<file path="src/rtl/lcd_sequencer_if.sv">
// User-request pulses into the LCD sequencer and the registered timebase
// it presents to the LCD output-action stage.
interface lcd_sequencer_if;
    logic        setup_req;
    logic        sel_time;
    logic        sel_tz;
    logic        exit;
    logic [3:0]  state;
    logic [31:0] cnt;
    logic [3:0]  char_cnt;
    logic        lcd_e;
    logic        in_setup;

    // Request source (user interface / testbench) side.
    modport master (
        output setup_req, sel_time, sel_tz, exit,
        input  state, cnt, char_cnt, lcd_e, in_setup
    );

    // Sequencer side.
    modport slave (
        input  setup_req, sel_time, sel_tz, exit,
        output state, cnt, char_cnt, lcd_e, in_setup
    );
endinterface

</file>
<file path="src/rtl/lcd_sequencer.sv">
// Master sequencer for the character-LCD write path: power-on init, then a
// continuous LINE1/LINE2 refresh loop, with entry to and exit from the setup
// menu only at frame boundaries. All outputs come straight from registers.
module lcd_sequencer #(
    parameter int unsigned INIT_DELAY = 70,
    parameter int unsigned CMD_HOLD   = 30,
    parameter int unsigned CLEAR_HOLD = 20,
    parameter int unsigned LINE1_LEN  = 20,
    parameter int unsigned LINE2_LEN  = 20,
    parameter int unsigned MENU_CHARS = 8
) (
    input  logic           clk,
    input  logic           resetn,
    lcd_sequencer_if.slave bus
);

    typedef enum logic [3:0] {
        S_INIT   = 4'b0000,
        S_FUNC   = 4'b0001,
        S_ISETUP = 4'b0010,
        S_CLEAR  = 4'b0011,
        S_SETUP  = 4'b0100,
        S_TIME   = 4'b0101,
        S_TZ     = 4'b0110,
        S_LINE1  = 4'b1000,
        S_LINE2  = 4'b1001
    } state_t;

    // Final-cycle CNT values for the fixed-length states.
    localparam logic [31:0] INIT_LAST  = 32'(INIT_DELAY - 1);
    localparam logic [31:0] CMD_LAST   = 32'(CMD_HOLD - 1);
    localparam logic [31:0] CLEAR_LAST = 32'(CLEAR_HOLD - 1);
    localparam logic [31:0] LINE1_LAST = 32'(LINE1_LEN - 1);
    localparam logic [31:0] LINE2_LAST = 32'(LINE2_LEN - 1);
    localparam logic [3:0]  MENU_LAST  = 4'(MENU_CHARS - 1);

    state_t      state_q, state_d;
    state_t      ret_q, ret_d;      // where CLEAR_SCREEN goes when it finishes
    logic [31:0] cnt_q, cnt_d;
    logic [3:0]  char_q, char_d;
    logic        pend_q, pend_d;    // setup request waiting for the frame end
    logic        lcd_e_q, lcd_e_d;
    logic        in_setup_q, in_setup_d;

    // Next-state, return-target, pending-request and output-register values.
    always_comb begin
        // NOTE: every signal written here is given a default first, so no path leaves it unassigned and no latch is inferred.
        state_d = state_q;
        ret_d   = ret_q;
        pend_d  = pend_q;

        case (state_q)
            S_INIT:   if (cnt_q == INIT_LAST)  state_d = S_FUNC;
            S_FUNC:   if (cnt_q == CMD_LAST)   state_d = S_ISETUP;
            S_ISETUP: if (cnt_q == CMD_LAST)   state_d = S_CLEAR;
            S_CLEAR:  if (cnt_q == CLEAR_LAST) state_d = ret_q;
            S_LINE1: begin
                if (bus.setup_req) pend_d = 1'b1;
                if (cnt_q == LINE1_LAST) state_d = S_LINE2;
            end
            S_LINE2: begin
                if (cnt_q == LINE2_LAST) begin
                    // A request arriving in the frame's last cycle still counts.
                    if (pend_q || bus.setup_req) begin
                        state_d = S_CLEAR;
                        ret_d   = S_SETUP;
                        pend_d  = 1'b0;
                    end else begin
                        state_d = S_LINE1;
                    end
                end else if (bus.setup_req) begin
                    pend_d = 1'b1;
                end
            end
            S_SETUP: begin
                if (bus.exit) begin
                    state_d = S_CLEAR;
                    ret_d   = S_LINE1;
                end else if (char_q == MENU_LAST) begin
                    // Selections only accepted once the whole menu is drawn.
                    if (bus.sel_time)    state_d = S_TIME;
                    else if (bus.sel_tz) state_d = S_TZ;
                end
            end
            S_TIME, S_TZ: begin
                if (bus.exit) begin
                    state_d = S_CLEAR;
                    ret_d   = S_SETUP;
                end
            end
            default: state_d = S_INIT;
        endcase

        cnt_d = (state_d != state_q) ? '0 : cnt_q + 32'd1;

        char_d = '0;
        if (state_d == S_SETUP && state_q == S_SETUP)
            char_d = (char_q == MENU_LAST) ? char_q : char_q + 4'd1;

        lcd_e_d    = (state_d != S_INIT);
        in_setup_d = (state_d == S_SETUP) || (state_d == S_TIME) || (state_d == S_TZ);
    end

    // Sequencer registers; reset restarts the full init sequence.
    always_ff @(posedge clk or negedge resetn) begin
        if (!resetn) begin
            state_q    <= S_INIT;
            ret_q      <= S_LINE1;
            cnt_q      <= '0;
            char_q     <= '0;
            pend_q     <= 1'b0;
            lcd_e_q    <= 1'b0;
            in_setup_q <= 1'b0;
        end else begin
            // NOTE: non-blocking assignments here so every register samples the pre-edge values computed above.
            state_q    <= state_d;
            ret_q      <= ret_d;
            cnt_q      <= cnt_d;
            char_q     <= char_d;
            pend_q     <= pend_d;
            lcd_e_q    <= lcd_e_d;
            in_setup_q <= in_setup_d;
        end
    end

    assign bus.state    = state_q;
    assign bus.cnt      = cnt_q;
    assign bus.char_cnt = char_q;
    assign bus.lcd_e    = lcd_e_q;
    assign bus.in_setup = in_setup_q;

endmodule
</file>
<file path="src/flat_wrapper.sv">
// flat-port wrapper written by rule: the top's interface ports become plain ports
module lcd_sequencer_flat 
#(
    parameter int unsigned INIT_DELAY = 70,
    parameter int unsigned CMD_HOLD   = 30,
    parameter int unsigned CLEAR_HOLD = 20,
    parameter int unsigned LINE1_LEN  = 20,
    parameter int unsigned LINE2_LEN  = 20,
    parameter int unsigned MENU_CHARS = 8
)
  (clk, resetn, bus_setup_req, bus_sel_time, bus_sel_tz, bus_exit, bus_state, bus_cnt, bus_char_cnt, bus_lcd_e, bus_in_setup);
  lcd_sequencer_if bus_i ();
  input  logic clk;
  input  logic resetn;
  input wire logic [$bits(bus_i.setup_req)-1:0] bus_setup_req;
  input wire logic [$bits(bus_i.sel_time)-1:0] bus_sel_time;
  input wire logic [$bits(bus_i.sel_tz)-1:0] bus_sel_tz;
  input wire logic [$bits(bus_i.exit)-1:0] bus_exit;
  output wire logic [$bits(bus_i.state)-1:0] bus_state;
  output wire logic [$bits(bus_i.cnt)-1:0] bus_cnt;
  output wire logic [$bits(bus_i.char_cnt)-1:0] bus_char_cnt;
  output wire logic [$bits(bus_i.lcd_e)-1:0] bus_lcd_e;
  output wire logic [$bits(bus_i.in_setup)-1:0] bus_in_setup;
  assign bus_i.setup_req = bus_setup_req;
  assign bus_i.sel_time = bus_sel_time;
  assign bus_i.sel_tz = bus_sel_tz;
  assign bus_i.exit = bus_exit;
  assign bus_state = bus_i.state;
  assign bus_cnt = bus_i.cnt;
  assign bus_char_cnt = bus_i.char_cnt;
  assign bus_lcd_e = bus_i.lcd_e;
  assign bus_in_setup = bus_i.in_setup;
  lcd_sequencer #(.INIT_DELAY(INIT_DELAY), .CMD_HOLD(CMD_HOLD), .CLEAR_HOLD(CLEAR_HOLD), .LINE1_LEN(LINE1_LEN), .LINE2_LEN(LINE2_LEN), .MENU_CHARS(MENU_CHARS)) u_core (.clk(clk), .resetn(resetn), .bus(bus_i));
endmodule
</file>
<file path="config.mk">
export PLATFORM = sky130hd
export DESIGN_NAME = lcd_sequencer_flat
export DESIGN_NICKNAME = d
export VERILOG_FILES = /design/src/rtl/lcd_sequencer_if.sv /design/src/rtl/lcd_sequencer.sv /design/src/flat_wrapper.sv
export SDC_FILE = /design/constraint.sdc
export NUM_CORES = 1
export LEC_CHECK = 0
export CAP_MARGIN = 20
export CORE_ASPECT_RATIO = 1.1
export CORE_MARGIN = 2
export CORE_UTILIZATION = 55
export DETAILED_ROUTE_END_ITERATION = 10
export DONT_BUFFER_PORTS = 1
export PLACE_DENSITY = 0.79
export SLEW_MARGIN = 30
export SYNTH_ARGS = -nofsm -noshare
export SYNTH_HDL_FRONTEND = slang
export SYNTH_SLANG_ARGS = --single-unit
</file>
<file path="constraint.sdc">
create_clock -name clk -period 3.4 [get_ports clk]
set_input_delay 0.34 -clock clk [delete_from_list [all_inputs] [get_ports clk]]
set_output_delay 0.34 -clock clk [all_outputs]
set_load 0.01 [all_outputs]
</file>
-- Word-level counts from Yosys, hierarchy flattened
Index checks and enable logic that the tools add are counted.
W data, S select, Z words.
- output and inout port bits: 42
- register bits after elaboration: 47
- logic and storage cells: 67
- equal/unequal tests: 22
- add/subtract/negate cells: 2
- multiplexer cells: 25
- reduce and logical (&&, ||, !) cells: 11
- operator list (kind ; count):
    $mux W4 ; 18
    $eq A32 B5 Y1 const B ; 2
    $add A32 B1 Y32 const B ; 1
    $eq A32 B7 Y1 const B ; 1
    $mux W32 ; 1
    $pmux W4 S8 ; 1
    $eq A4 B3 Y1 const B ; 7
    $pmux W4 S3 ; 1
    $eq A4 B2 Y1 const B ; 2
    $eq A4 B4 Y1 const B ; 2
    $ne A2 B2 Y1 const B ; 3
    $reduce_and A5 Y1 ; 1
    $add A4 B1 Y4 const B ; 1
    $eq A4 B1 Y1 const B ; 1
    $logic_not A4 Y1 ; 1
    $ne A2 B1 Y1 const B ; 2
    $ne A4 B4 Y1 ; 1
    $reduce_bool A4 Y1 ; 1
    $logic_or A1 B1 Y1 ; 3
    $mux W1 ; 3
    $ne A3 B3 Y1 const B ; 1
    $reduce_bool A3 Y1 ; 1
    $pmux W1 S2 ; 1
    $reduce_and A2 Y1 ; 1
    other kinds (3) ; 3

-- Longest topological paths before layout
- depth after elaboration: 8
- mapped depth: 10
- gate-level depth less buffers: 8

-- Worst setup path before layout
Ideal clock, no wire load.
- path kind: reg-to-reg
- start point: reg u_core.cnt_q[26], in the netlist u_core.bus.cnt[26]
- end point: reg u_core.lcd_e_q, in the netlist u_core.bus.lcd_e
- path buffers: 2
- arrival time: 2.496 ns
- data required time: 3.261 ns
- cell stages (with the launch flop): 9
- library setup time: 0.139 ns
- path slack: 0.766 ns
- path through: dfrtp_1 > nor4_1 > nand4_2 > buf_6 > nor2_1 > mux2_2 > or3_1 > buf_2 > or4_4
- longest elaborated chain between the ends: 4
- elaborated cells between the ends (all ways): 11
- those cells by class: 3 x eq/ne; 7 x mux; 1 x reduce/logical
- ends and longest elaborated chain (what ; line ; RTL):
    start, declared ; lcd_sequencer.sv:39 ; logic [31:0] cnt_q, cnt_d;
    start signal, assigned ; lcd_sequencer.sv:118 ; cnt_q <= cnt_d;
    $eq A32 B5 Y1, or another cell as far along ; lcd_sequencer.sv:56, lcd_sequencer.sv:59, lcd_sequencer.sv:62 ;
    $mux W4, or another cell as far along ; lcd_sequencer.sv:62 ; if (cnt_q == LINE2_LAST) begin
    $pmux W4 S8 * ; lcd_sequencer.sv:52 ; case (state_q)
    named net u_core.state_d[0] ; lcd_sequencer.sv:37 ; state_t state_q, state_d;
    $reduce_bool A4 Y1 * ; lcd_sequencer.sv:100 ; lcd_e_d = (state_d != S_INIT);
    named net u_core.lcd_e_d ; lcd_sequencer.sv:42 ; logic lcd_e_q, lcd_e_d;
    end signal, assigned ; lcd_sequencer.sv:121 ; lcd_e_q <= lcd_e_d;
    end, declared ; lcd_sequencer.sv:42 ;
Mark *: on every way through the listed nets, which the timed path passes. The rest lies on a longest branch.
A chain may end at the register's enable or synchronous reset.

-- Worst setup path after layout
- start point: reg u_core.cnt_q[13], in the netlist u_core.bus.cnt[13]
- end point: reg u_core.cnt_q[14], in the netlist u_core.bus.cnt[14]
- longest elaborated chain between the ends: 5
- elaborated cells between the ends (all ways): 13
- those cells by class: 1 x add/sub; 4 x eq/ne; 8 x mux
- ends and longest elaborated chain (what ; line ; RTL):
    $eq A32 B5 Y1, or another cell as far along ; lcd_sequencer.sv:56, lcd_sequencer.sv:59, lcd_sequencer.sv:62 ;
    $mux W4, or another cell as far along ; lcd_sequencer.sv:62 ;
    $pmux W4 S8 ; lcd_sequencer.sv:52 ;
    $ne A4 B4 Y1 ; lcd_sequencer.sv:94 ; cnt_d = (state_d != state_q) ? '0 : cnt_q + 32'd1;
    $mux W32 * ; lcd_sequencer.sv:94 ;
    named net u_core.cnt_d[14] ; lcd_sequencer.sv:39 ;
Marks and branches as above.

==> results by group <==
Run status
  • Status: completed

Synthesis
  • Ys async rst share: 100%
  • Ranking of synthesized cells by area: dfrtp_1 (36%), a21oi_2 (8.2%), o211ai_1 (6.8%), xor2_1 (6.0%), xnor2_1 (3.1%)
  • Most frequent cells after synthesis: dfrtp_1 (44), a21oi_2 (29), o211ai_1 (28)
  • Synthesized Nets: 340
  • Main synth FF type: dfrtp_1
  • Cells after Synth: 331
  • Biggest area consumer among synthesized cells: dfrtp_1
  • Synth Warn #: 0
  • Netlist Area Pre-Place: 3090 sq um
  • Yosys top cell area share: 35.7%
  • #FFs+latches synth: 45
  • Post-synth EDFFs: 0
  • Most numerous cell in the Yosys netlist: dfrtp_1
  • Synth cell types: 54
  • Syn avg cell area: 9.33 sq um
  • Sequential share of the synthesized area: 36.5%

Setup path
  • Worst setup SP type: flip-flop
  • WS Path Type: flip-flop to flip-flop
  • R2r setup slk: 0.38 ns
  • WP data required: 3.63 ns
  • Arrival @ worst endpoint: 3.25 ns
  • Nature of the critical path endpoint: flip-flop
  • Critical path peak fanout: 32

Floorplan
  • Die area: 6230 sq um
  • Core footprint: 5400 sq um
  • Initial Util: 57.2%
  • Chip height: 82.6 um
  • Chip Width: 75.4 um
  • FP Rows: 28
  • Ports: 48

STA
  • RSZ-0062 raised after global routing: false
  • Final setup vio count: 0
  • Hold_ws: 0.222 ns
  • Worst Tran Pin Value: 0.772 ns
  • Worst slew margin: 48.2%
  • Skew final: 0.00769 ns
  • Final min period: 3.02 ns
  • Final hold viol count: 0
  • Setup_tns: 0 ns
  • Fin crit share: 88.7%
  • Pins Over Slew Limit: 0
  • Max Freq: 0.332 GHz

Route
  • Vias per Instance: 6.37
  • Drc violations: 0
  • Drt initial violations: 244
  • WL final: 7280 um
  • 1st-pass router iterations: 4
  • Via count: 2555
  • DR WL/cell: 18.2 um
  • Final ANT Viol Nets: 0

Global route
  • Global Route Usage Sum: 25.5%
  • Grt ovf: 0
  • First-pass GRT wire length: 12300 um
  • Initial antenna violation count: 0
  • Vias in the first global route: 2509
  • Largest net degree at the start of global routing: 46

Power and ir drop
  • Pwr Total: 0.000882 W
  • Pwr Density: 271 nW/um^2
  • Leakage: 1.30 nW
  • Worst vdd ir: 231 uV

Clock tree
  • Cts repair resizes: 0
  • Clk Latency, worst-skew pair: 0.30 ns
  • H-tree depth: 2
  • Post-CTS setup buffer count: 0
  • CTS tree: done
  • Clk slew on worst S/H paths: 0.09 ns
  • Cts bufs inserted: 5
  • Clk root buf: clkbuf_8
  • Clock sinks: 45
  • Max clock buf depth: 2

Layout
  • Nets: 334
  • Layout area overhead: 5.43%
  • Final core occ: 60.3%
  • Antenna cells: 0
  • Fraction of layout cells with a size suffix above 1: 19.0%
  • Final non-filler cell total: 401

Job
  • Max-cap viol count: 0

Place
  • Post-DP HPWL: 4880 um
  • Count of input and output buffers: 0
  • Final Wtd Congestion: 0.895
  • Placed cell count: 391

Worst hold path
  • Worst Hold Class: primary input to flip-flop
## metrics by stage
step | area (sq um) | setup WS (ns)
2_1_floorplan | 3090 | 0.766
6_report | 3260 | 0.385
3_5_place_dp | 3130 | 0.412
4_1_cts | 3260 | 0.387
3_3_place_gp | 3130 | 0.475
5_1_grt | 3260 | 0.164
## registers in the layout, summed over array words and instances, names as in the netlist
| register | cells |
|---|---|
| u_core.bus.state | 4 |
| u_core.bus.lcd_e | 1 |
| u_core.bus.in_setup | 1 |
| u_core.bus.cnt | 32 |
| u_core.pend_q | 1 |
| u_core.ret_q | 2 |
| u_core.bus.char_cnt | 4 |
## layer usage
layer  part of all wire, %  global-route usage, %
met5                     0                      0
met2                    48                   41.8
met3                   5.5                   6.92
met1                    45                   32.8
met4                   1.5                   7.02
## timing repair
action / 4_1_cts / 5_1_grt
endpoints found under the setup margin: 0 / 0
hold endpoints to repair: 45 / 0
hold buffers: 2 / 0
## layout by cell type, fill, tap and decap left out, types with 8 or more instances in the layout
| master | instances |
|---|---|
| dfrtp_1 | 44 |
| a21oi_2 | 29 |
| o211ai_1 | 28 |
| nor2_1 | 22 |
| xor2_1 | 21 |
| nor3_1 | 18 |
| nand3_1 | 14 |
| nand2_1 | 14 |
| nor4_1 | 12 |
| xnor2_1 | 11 |
| nand4_1 | 9 |
| a21oi_1 | 9 |
| buf_4 | 9 |
| o21ai_0 | 8 |
## cell type report
type,instances,area [sq um]
Inverter,6,22.5
Fill cell,506,2140
Tap cell,75,93.8
Sequential cell,45,1130
Multi-Input combinational cell,256,1820
Clock buffer,7,76.3
Clock inverter,1,7.51
Timing Repair Buffer,11,105
## final timing paths
kind                                          from            endpoint  depth (start not counted)
worst max register to register  u_core.bus.cnt[13]  u_core.bus.cnt[14]                          7
worst min register to register     u_core.ret_q[3]     u_core.ret_q[3]                          1
min in group asynchronous                   resetn   u_core.bus.cnt[8]                          2
worst min-delay path                 bus_setup_req       u_core.pend_q                          2
worst max-delay path            u_core.bus.cnt[13]  u_core.bus.cnt[14]                          7
max in group asynchronous                   resetn     u_core.ret_q[3]                          2
## cells by family after synthesis
| logic type | Yosys count | share of synthesized area [%] |
|---|---|---|
| xor+xnor | 32 | 9.08 |
| fa+ha+maj | 3 | 1.22 |
| flops | 45 | 36.5 |
| mux | 2 | 0.689 |
| simple gates | 133 | 26.7 |
| compound gates | 86 | 20.7 |
| buf+inv | 30 | 5.19 |
## power by group
group          total (W)  internal, W  switching [W]
clock network   0.000331     0.000146       0.000186
registers       0.000535     0.000535              0
logic          0.0000154   0.00000459      0.0000109
total           0.000882     0.000685       0.000197
## critical path, stage by stage, from the launching register on
cell and delay [ns]:
dfrtp_1 0.47, nor4_2 0.50, nand4_1 0.24, nor2_1 0.15
mux2_2 0.38, or4_2 0.64, buf_4 0.30, a21oi_2 0.22
(Power assumes the default switching activity.)
